`src/rtl/fetch_ctrl_pkg.sv`:
```
// Shared types and constants for the IF fetch sequencer (fetch_ctrl).
package fetch_ctrl_pkg;

    localparam int unsigned XLEN           = 32;
    localparam int unsigned DEF_FIFO_WIDTH = 131;
    localparam logic [31:0] DEF_RESET_PC   = 32'h0000_7C00;

    // Field offsets inside an instbuffer entry
    localparam int unsigned INST_LSB = 0;
    localparam int unsigned PC_LSB   = 32;
    localparam int unsigned ADEF_BIT = 64;

    typedef enum logic [2:0] {
        FETCH_IDLE,
        FETCH_REQ,
        FETCH_WAIT,
        FETCH_DISCARD,
        FETCH_HALT
    } fetch_state_e;

    typedef struct packed {
        logic [DEF_FIFO_WIDTH-ADEF_BIT-2:0] rsvd;
        logic                               adef;
        logic [XLEN-1:0]                    pc;
        logic [XLEN-1:0]                    inst;
    } fetch_entry_t;

endpackage

```
`src/rtl/fetch_ctrl_if.sv`:
```
// Cache read handshake plus instbuffer two-slot write port, seen from fetch_ctrl.
interface fetch_ctrl_if #(
    parameter int unsigned FIFO_WIDTH = 131
) ();

    logic                  inst_req_o;
    logic [31:0]           inst_addr_o;
    logic                  inst_addr_ok_i;
    logic                  inst_data_ok_i;
    logic [63:0]           inst_rdata_i;
    logic                  instbuffer_allowin_i;
    logic                  bus1_valid_o;
    logic                  bus2_valid_o;
    logic [FIFO_WIDTH-1:0] bus1_o;
    logic [FIFO_WIDTH-1:0] bus2_o;

    modport master (
        output inst_req_o, inst_addr_o,
        output bus1_valid_o, bus2_valid_o, bus1_o, bus2_o,
        input  inst_addr_ok_i, inst_data_ok_i, inst_rdata_i,
        input  instbuffer_allowin_i
    );

    modport slave (
        input  inst_req_o, inst_addr_o,
        input  bus1_valid_o, bus2_valid_o, bus1_o, bus2_o,
        output inst_addr_ok_i, inst_data_ok_i, inst_rdata_i,
        output instbuffer_allowin_i
    );

endinterface

```
`src/rtl/fetch_ctrl.sv`:
```
// Fetch sequencer: one outstanding I-cache read, pushes instruction pairs into instbuffer.
// Optional FETCH_PERF_CNT_EN adds discard/stall counters.
module fetch_ctrl
    import fetch_ctrl_pkg::*;
#(
    parameter int unsigned FIFO_WIDTH = DEF_FIFO_WIDTH,
    parameter logic [31:0] RESET_PC   = DEF_RESET_PC
) (
    input  logic        clk,
    input  logic        rst,
    input  logic        branch_flag_i,
    input  logic [31:0] branch_target_i,
    input  logic        exception_flag_i,
    input  logic [31:0] exception_entry_i,
`ifdef FETCH_PERF_CNT_EN
    output logic [31:0] discard_cnt_o,
    output logic [31:0] stall_cnt_o,
`endif
    fetch_ctrl_if.master fif
);

    fetch_state_e          state_q, state_d;
    logic [31:0]           pc_q, pc_d;
    logic [31:0]           req_pc_q, req_pc_d;
    logic                  stale_q, stale_d;
    logic                  redirect;
    logic [31:0]           redirect_pc;
    logic                  push1, push2;
    logic [FIFO_WIDTH-1:0] entry1, entry2;

    function automatic logic [FIFO_WIDTH-1:0] pack_entry(input logic [31:0] inst,
                                                         input logic [31:0] pc,
                                                         input logic        adef);
        logic [FIFO_WIDTH-1:0] e;
        e                    = '0;
        e[INST_LSB +: XLEN]  = inst;
        e[PC_LSB +: XLEN]    = pc;
        e[ADEF_BIT]          = adef;
        return e;
    endfunction

    // Exception has priority over branch
    assign redirect    = branch_flag_i | exception_flag_i;
    assign redirect_pc = exception_flag_i ? exception_entry_i : branch_target_i;

    always_ff @(posedge clk) begin
        if (rst) begin
            state_q  <= FETCH_IDLE;
            pc_q     <= RESET_PC;
            req_pc_q <= RESET_PC;
            stale_q  <= 1'b0;
        end else begin
            state_q  <= state_d;
            pc_q     <= pc_d;
            req_pc_q <= req_pc_d;
            stale_q  <= stale_d;
        end
    end

    // Next state, PC update and same-cycle push of a returning response
    always_comb begin
        state_d  = state_q;
        pc_d     = pc_q;
        req_pc_d = req_pc_q;
        stale_d  = stale_q;
        push1    = 1'b0;
        push2    = 1'b0;
        entry1   = '0;
        entry2   = '0;

        unique case (state_q)
            FETCH_IDLE: begin
                if (pc_q[1:0] != 2'b00) begin
                    if (!redirect) begin
                        push1   = 1'b1;
                        entry1  = pack_entry(32'h0, pc_q, 1'b1);
                        state_d = FETCH_HALT;
                    end
                end else if (!redirect && fif.instbuffer_allowin_i) begin
                    req_pc_d = pc_q;
                    state_d  = FETCH_REQ;
                end
            end
            FETCH_REQ: begin
                // A redirect cannot retract an issued request; remember it must be discarded
                if (fif.inst_addr_ok_i) begin
                    state_d = (stale_q || redirect) ? FETCH_DISCARD : FETCH_WAIT;
                    stale_d = 1'b0;
                end else if (redirect) begin
                    stale_d = 1'b1;
                end
            end
            FETCH_WAIT: begin
                if (fif.inst_data_ok_i) begin
                    state_d = FETCH_IDLE;
                    if (!redirect) begin
                        push1  = 1'b1;
                        entry1 = pack_entry(fif.inst_rdata_i[31:0], req_pc_q, 1'b0);
                        push2  = ~req_pc_q[2];
                        if (!req_pc_q[2]) begin
                            entry2 = pack_entry(fif.inst_rdata_i[63:32], req_pc_q + 32'd4, 1'b0);
                        end
                        pc_d = req_pc_q + (req_pc_q[2] ? 32'd4 : 32'd8);
                    end
                end else if (redirect) begin
                    state_d = FETCH_DISCARD;
                end
            end
            FETCH_DISCARD: begin
                if (fif.inst_data_ok_i) begin
                    state_d = FETCH_IDLE;
                end
            end
            FETCH_HALT: begin
                if (redirect) begin
                    state_d = FETCH_IDLE;
                end
            end
            default: begin
                state_d = FETCH_IDLE;
            end
        endcase

        if (redirect) begin
            pc_d = redirect_pc;
        end
    end

    assign fif.inst_req_o   = (state_q == FETCH_REQ);
    assign fif.inst_addr_o  = req_pc_q;
    assign fif.bus1_valid_o = push1;
    assign fif.bus2_valid_o = push2;
    assign fif.bus1_o       = entry1;
    assign fif.bus2_o       = entry2;

`ifdef FETCH_PERF_CNT_EN
    logic [31:0] discard_cnt_q;
    logic [31:0] stall_cnt_q;
    logic        drop_c;
    logic        stall_c;

    assign drop_c  = fif.inst_data_ok_i &&
                     ((state_q == FETCH_DISCARD) || ((state_q == FETCH_WAIT) && redirect));
    assign stall_c = (state_q == FETCH_IDLE) && !fif.instbuffer_allowin_i;

    // Saturating event counters
    always_ff @(posedge clk) begin
        if (rst) begin
            discard_cnt_q <= '0;
            stall_cnt_q   <= '0;
        end else begin
            if (drop_c && (discard_cnt_q != '1)) begin
                discard_cnt_q <= discard_cnt_q + 32'd1;
            end
            if (stall_c && (stall_cnt_q != '1)) begin
                stall_cnt_q <= stall_cnt_q + 32'd1;
            end
        end
    end

    assign discard_cnt_o = discard_cnt_q;
    assign stall_cnt_o   = stall_cnt_q;
`endif

endmodule

```
`src/flat_wrapper.sv`:
```
// flat-port wrapper written by rule: the top's interface ports become plain ports
module fetch_ctrl_flat import fetch_ctrl_pkg::*;
#(
    parameter int unsigned FIFO_WIDTH = DEF_FIFO_WIDTH,
    parameter logic [31:0] RESET_PC   = DEF_RESET_PC
)
  (clk, rst, branch_flag_i, branch_target_i, exception_flag_i, exception_entry_i, fif_inst_req_o, fif_inst_addr_o, fif_bus1_valid_o, fif_bus2_valid_o, fif_bus1_o, fif_bus2_o, fif_inst_addr_ok_i, fif_inst_data_ok_i, fif_inst_rdata_i, fif_instbuffer_allowin_i);
  fetch_ctrl_if #(.FIFO_WIDTH(FIFO_WIDTH)) fif_i ();
  input  logic clk;
  input  logic rst;
  input  logic branch_flag_i;
  input  logic [31:0] branch_target_i;
  input  logic exception_flag_i;
  input  logic [31:0] exception_entry_i;
  output wire logic [$bits(fif_i.inst_req_o)-1:0] fif_inst_req_o;
  output wire logic [$bits(fif_i.inst_addr_o)-1:0] fif_inst_addr_o;
  output wire logic [$bits(fif_i.bus1_valid_o)-1:0] fif_bus1_valid_o;
  output wire logic [$bits(fif_i.bus2_valid_o)-1:0] fif_bus2_valid_o;
  output wire logic [$bits(fif_i.bus1_o)-1:0] fif_bus1_o;
  output wire logic [$bits(fif_i.bus2_o)-1:0] fif_bus2_o;
  input wire logic [$bits(fif_i.inst_addr_ok_i)-1:0] fif_inst_addr_ok_i;
  input wire logic [$bits(fif_i.inst_data_ok_i)-1:0] fif_inst_data_ok_i;
  input wire logic [$bits(fif_i.inst_rdata_i)-1:0] fif_inst_rdata_i;
  input wire logic [$bits(fif_i.instbuffer_allowin_i)-1:0] fif_instbuffer_allowin_i;
  assign fif_inst_req_o = fif_i.inst_req_o;
  assign fif_inst_addr_o = fif_i.inst_addr_o;
  assign fif_bus1_valid_o = fif_i.bus1_valid_o;
  assign fif_bus2_valid_o = fif_i.bus2_valid_o;
  assign fif_bus1_o = fif_i.bus1_o;
  assign fif_bus2_o = fif_i.bus2_o;
  assign fif_i.inst_addr_ok_i = fif_inst_addr_ok_i;
  assign fif_i.inst_data_ok_i = fif_inst_data_ok_i;
  assign fif_i.inst_rdata_i = fif_inst_rdata_i;
  assign fif_i.instbuffer_allowin_i = fif_instbuffer_allowin_i;
  fetch_ctrl #(.FIFO_WIDTH(FIFO_WIDTH), .RESET_PC(RESET_PC)) u_core (.clk(clk), .rst(rst), .branch_flag_i(branch_flag_i), .branch_target_i(branch_target_i), .exception_flag_i(exception_flag_i), .exception_entry_i(exception_entry_i), .fif(fif_i));
endmodule
```
`config.mk`:
```
export PLATFORM = sky130hd
export DESIGN_NAME = fetch_ctrl_flat
export DESIGN_NICKNAME = d
export VERILOG_FILES = /design/src/rtl/fetch_ctrl_pkg.sv /design/src/rtl/fetch_ctrl_if.sv /design/src/rtl/fetch_ctrl.sv /design/src/flat_wrapper.sv
export SDC_FILE = /design/constraint.sdc
export NUM_CORES = 1
export LEC_CHECK = 0
export CAP_MARGIN = 20
export CELL_PAD_IN_SITES_DETAIL_PLACEMENT = 1
export CELL_PAD_IN_SITES_GLOBAL_PLACEMENT = 1
export CORE_AREA = 2 2 168 170
export DETAILED_ROUTE_END_ITERATION = 8
export DIE_AREA = 0 0 170 172
export PLACE_DENSITY_LB_ADDON = 0.3
export SYNTH_ARGS = -nofsm -noshare
export SYNTH_HDL_FRONTEND = slang
export SYNTH_SLANG_ARGS = --single-unit
```
`constraint.sdc`:
```
create_clock -name clk -period 4.3 [get_ports clk]
set_input_delay 0.86 -clock clk [delete_from_list [all_inputs] [get_ports clk]]
set_output_delay 0.86 -clock clk [all_outputs]
set_load 0.1 [all_outputs]
```
==> impl_metrics.ini, run 1 <==
[die]
num_rows = 61
fp.coreArea_um2 = 27480
pin_count = 432
die-area_um2 = 29240
start_util = 0.2185
die_x_um = 170
die_h_um = 172

[worst_setup_path]
required_ns = 3.44
rr_endpoint = u_core.pc_q[19]$_SDFFE_PP0P_
worst_setup_path_end_kind = primary output
cp_max_fo = 13
worstPathArrival_ns = 3.11
reg2reg_depth = 7
critical_path.startpoint_type = input port
crit_type = input port to primary output
r2r_start = u_core.fif.inst_addr_o[2]$_SDFFE_PP0P_
rrSetupSlack_ns = 1.73

[clock_network]
post-cts-setup-buffers = 0
cts_resized = 0
postCtsHoldBufs = 0
clock-sinks = 68
clock_latency_ns = 0.34
clk_path_buf_depth = 2
path_clk_slew_ns = 0.06
cts_buffers = 9
htreeDepth = 3
cts_tree = yes
cts-root-buf = clkbuf_16

[routing]
vias = 6807
drtIter0Drc = 312
wirelength_um = 29580
drc = 0
detail_route.vias_per_cell = 4.662
wl_per_cell_um = 20.26
final_antenna_net_count = 0
drtPass1Iterations = 4

[grt]
antenna_found_initial = 1
overflow = 0
gr-usage-all-layers = 0.1946
grt_start_max_net_pins = 86
grt_pass1_wl_um = 42920
grt_pass1_vias = 6792

[synthesis]
ys_top_cells_by_area = dfxtp_1 (23%), buf_4 (17%), and3_1 (9.6%)
netlist_instances = 857
yosysMostFrequentCell = buf_4
synth_seq_cells = 68
ys.flop_type = dfxtp_1
synthTopCellsByCount = buf_4 (135), nand2_1 (101), and3_1 (92)
synth.avg_cell_area_um2 = 7.006
synth_async_sr_flop_share = 0
synth-edff-count = 0
syn_area_um2 = 6005
yosysWarnings = 0
ys_seq_area_frac = 0.2267
synth_top_area_frac = 0.2267
yosysUniqueCellTypes = 56
yosys.area.top_type = dfxtp_1

[hold_path]
min_path_cells = 2
min_path_type = register to register
hold_end = u_core.fif.inst_addr_o[25]$_SDFFE_PP0P_
hp-start = u_core.pc_q[25]$_SDFFE_PP0P_

[timing]
rsz0062_at_grt = no
finalCritPeriodShare = 0.9222
layout_min_cycle_time_ns = 3.966
worst_slack_ns = 0.3345
setup_viol_count_final = 0
report.final.slew_viol_count = 0
tightest_slew_ns = 1.030
slew_headroom = 0.3114
fmax_ghz = 0.2522
skew_ns = 0.008680
whs_ns = 0.4719
hold_viol_final = 0
fin_tns_setup_ns = 0

[power_and_ir_drop]
leakage_uw = 0.004367
ir_drop_v = 0.0001508
cellPowerDensity_nw_per_um2 = 242.3

[layout]
antennaDiodeCount = 0
area_growth_pct = 74.02
layout-drive-gt1-share = 0.1688
nets = 1249

[run_status]
status = finished, final reports clean

[placed_design]
dp_hpwl_um = 22820
gp_congestion = 0.7928
dp_slack_ns = 0.3302
io_buffer_count = 298

[flow_run]
drv_cap = 0
-- kinds of logic after synthesis --
logic type,Yosys count,synth area share
simple gates,337,0.2844
buf+inv,232,0.2350
compound gates,182,0.1971
flops,68,0.2267
xor+xnor,33,0.04814
fa+ha+maj,3,0.006252
other cells,1,0.0006245
mux,1,0.001667
-- stage by stage --
step / power (uW) / area (um2) / util / instances
global route: 2623 / 10450 / 0.3803 / 1460
CTS: 2554 / 10450 / 0.3803 / 1460
floorplan: 1605 / 6516 / - / 989
finish: 2532 / 10450 / 0.3803 / 1460
global placement: 1781 / 10160 / 0.3697 / 1446
detailed placement: 1787 / 10160 / 0.3697 / 1446
-- worst max-delay path: stages --
cell and delay, ns:
clkdlybuf4s50_1 0.61, nand4bb_1 0.21, nor2_4 0.18, nand2_1 0.57, nor2_1 0.44, buf_12 0.22
-- report_power, final --
group	total [uW]	internal, uW	switching, uW	leakage [uW]
combinational	1070	238	828	0.00366
sequential	708	665	43.3	0.000558
clock	758	474	284	0.000145
-- worst max-delay path by stage --
stage                       startpoint  slack, ns        endpoint  depth (start not counted)
global placement    fif_inst_data_ok_i       0.40  fif_bus2_o[42]                          6
global route        fif_inst_data_ok_i       0.20  fif_bus2_o[42]                          6
detailed placement  fif_inst_data_ok_i       0.33  fif_bus2_o[38]                          6
CTS                 fif_inst_data_ok_i       0.33  fif_bus2_o[38]                          6
floorplan                branch_flag_i       0.03  fif_bus2_o[40]                          8
finish              fif_inst_data_ok_i       0.33  fif_bus2_o[38]                          6
-- state kept, by name, indices dropped and copies added, names as in the netlist --
register / count
u_core.stale_q: 1
u_core.fif.inst_addr_o: 32
u_core.pc_q: 32
u_core.state_q: 3
-- layer usage --
metal	track usage	part of all wire	vias to the layer above
met2	0.3468	0.50	261
li1	-	-	3222
met3	0.03662	0.056	22
met1	0.2448	0.43	3300
met5	0	0.00041	-
met4	0.04051	0.014	2
-- layout by cell type, fill, tap and decap left out, types with 16 or more instances in the layout --
cell type	n
clkdlybuf4s50_1	163
buf_12	134
conb_1	133
nand2_1	101
and3_1	92
a21oi_1	69
dfxtp_1	68
nor2_1	57
o21ai_0	29
a22o_1	27
buf_4	26
xnor2_1	19
inv_1	17
nand3_1	17
nor3_1	16
-- final cells by class --
cell class	instances	area, um2
Timing Repair Buffer	326	4524
Inverter	17	63.81
Clock inverter	2	35.03
Tap cell	346	432.9
Fill cell	3221	17030
Multi-Input combinational cell	689	3775
Sequential cell	68	1361
Clock buffer	12	256.5
Power figures use the tool's default switching activity.
==> inputs of run 2 (changes only) <==
- CELL_PAD_IN_SITES_GLOBAL_PLACEMENT: 1 -> 2
- CORE_AREA: 2 2 168 170 -> default
- CORE_UTILIZATION: default -> 18
- DIE_AREA: 0 0 170 172 -> default
==> run 2 against run 1 <==
Against the previous run: final cell count rose by 7.0%; maximum frequency rose by 0.97%; die area rose by 17%; count of clock-buffer cells in the layout fell by 2; setup slack improved by 0.038 ns; final area rose by 1.9%; non-clock buffer count rose by 4; sequential power barely moved; global-route usage fell by 1.9 points; via count barely moved; sequential cell count did not move.
==> impl_metrics.ini, run 2 (same netlist as run 1, synthesis figures left out) <==
[run_status]
status = finished, final reports clean

[placed_design]
placed_cells = 1546
place_area_um2 = 10310
io_buffer_count = 298
gp_congestion = 0.7889
dp_hpwl_um = 23380

[clock_network]
clock-sinks = 68
post-cts-setup-buffers = 0
cts-root-buf = clkbuf_16
clk_path_buf_depth = 2
cts_buffers = 9
postCtsHoldBufs = 0
htreeDepth = 3
cts_tree = yes
cts_resized = 0
path_clk_slew_ns = 0.06
clock_latency_ns = 0.34

[routing]
detail_route.vias_per_cell = 4.360
drtPass1Iterations = 5
wl_per_cell_um = 19.76
vias = 6810
drtIter0Drc = 331
wirelength_um = 30860
final_antenna_net_count = 0
drc = 0

[grt]
antenna_found_initial = 1
gr-usage-all-layers = 0.1752
overflow = 0
grt_pass1_wl_um = 44240
grt_pass1_vias = 6800
grt_start_max_net_pins = 86

[layout]
multi_input_area_um2 = 3775
nets = 1253
fillCellCount = 3870
fin_cells = 1562
regArea_um2 = 1361
postLayoutCellArea_um2 = 10650
layout-drive-gt1-share = 0.1732
layout_common_cells = clkdlybuf4s50_1 (163), buf_12 (134), conb_1 (133)
area_growth_pct = 77.33
final_common_cell = clkdlybuf4s50_1
antennaDiodeCount = 0

[die]
die_h_um = 184.6
die_x_um = 184.6
pin_count = 432
start_util = 0.1836
fp.coreArea_um2 = 32700
die-area_um2 = 34090
num_rows = 66

[timing]
fmax_ghz = 0.2546
finalCritPeriodShare = 0.9134
layout_min_cycle_time_ns = 3.928
hold_viol_final = 0
rsz0062_at_grt = no
tightest_slew_ns = 1.043
fin_tns_setup_ns = 0
skew_ns = 0.01115
report.final.slew_viol_count = 0
setup_viol_count_final = 0
slew_headroom = 0.3028

[worst_setup_path]
critical_path.startpoint_type = input port
crit_type = input port to primary output
cp_max_fo = 9
required_ns = 3.44
rrSetupSlack_ns = 1.86
worst_setup_path_end_kind = primary output
worstPathArrival_ns = 3.07

[flow_run]
drv_cap = 0

[power_and_ir_drop]
cellPowerDensity_nw_per_um2 = 249.7
ir_drop_v = 0.0001691
power_uw = 2659
leakage_uw = 0.004405

[hold_path]
min_path_type = register to register
-- run 2: report_power, final --
| group | switching [uW] | leakage, uW | total (uW) | internal [uW] |
|---|---|---|---|---|
| logic | 835 | 0.00368 | 1070 | 239 |
| clock network | 312 | 0.000163 | 880 | 568 |
| registers | 40.3 | 0.000558 | 705 | 665 |
-- run 2: cell type report --
| type | count | share of cell area |
|---|---|---|
| timing repair buffer | 330 | 0.4277 |
| multi-input combinational | 689 | 0.3545 |
| sequential | 68 | 0.1279 |
| tap | 442 | 0.05194 |
| clock buffer | 10 | 0.02150 |
| clock inverter | 6 | 0.01046 |
| inverter | 17 | 0.005993 |
-- run 2: through the flow --
step           setup WS, ns  utilization  hold slack [ns]
2_1_floorplan       0.02960            -           0.4420
3_3_place_gp         0.3061       0.3152           0.4567
3_5_place_dp         0.3311       0.3152           0.4639
4_1_cts              0.3269       0.3256           0.4737
5_1_grt              0.2000       0.3256           0.4945
6_report             0.3724       0.3256           0.4700
-- run 2: final timing paths --
path                                                              from                                      end  depth (start not counted)
worst min register to register            u_core.pc_q[16]$_SDFFE_PP0P_  u_core.fif.inst_addr_o[16]$_SDFFE_PP0P_                          2
worst max register to register  u_core.fif.inst_addr_o[2]$_SDFFE_PP0P_             u_core.pc_q[18]$_SDFFE_PP0P_                          8
worst max-delay path                                fif_inst_data_ok_i                           fif_bus2_o[56]                          7
worst min-delay path                      u_core.pc_q[16]$_SDFFE_PP0P_  u_core.fif.inst_addr_o[16]$_SDFFE_PP0P_                          2
-- run 2: metal layers --
metal | wire (um) | vias up | track usage
li1 | - | 3226 | -
met5 | 0 | - | 0
met3 | 1996 | 21 | 0.03893
met1 | 13620 | 3304 | 0.2272
met2 | 14900 | 259 | 0.2951
met4 | 354 | 0 | 0.03636
-- run 2: worst max-delay path: stages --
cell,delay (ns)
clkdlybuf4s50_1,0.62
nand4bb_1,0.21
nor2_4,0.19
nand2_1,0.42
buf_4,0.34
nor2_1,0.20
buf_12,0.21
==> inputs of run 3 (changes only) <==
- ABC_CLOCK_PERIOD_IN_PS: default -> 4300
==> results of run 3 <==
Final layout, timing and power as in run 2 (identical DEF).
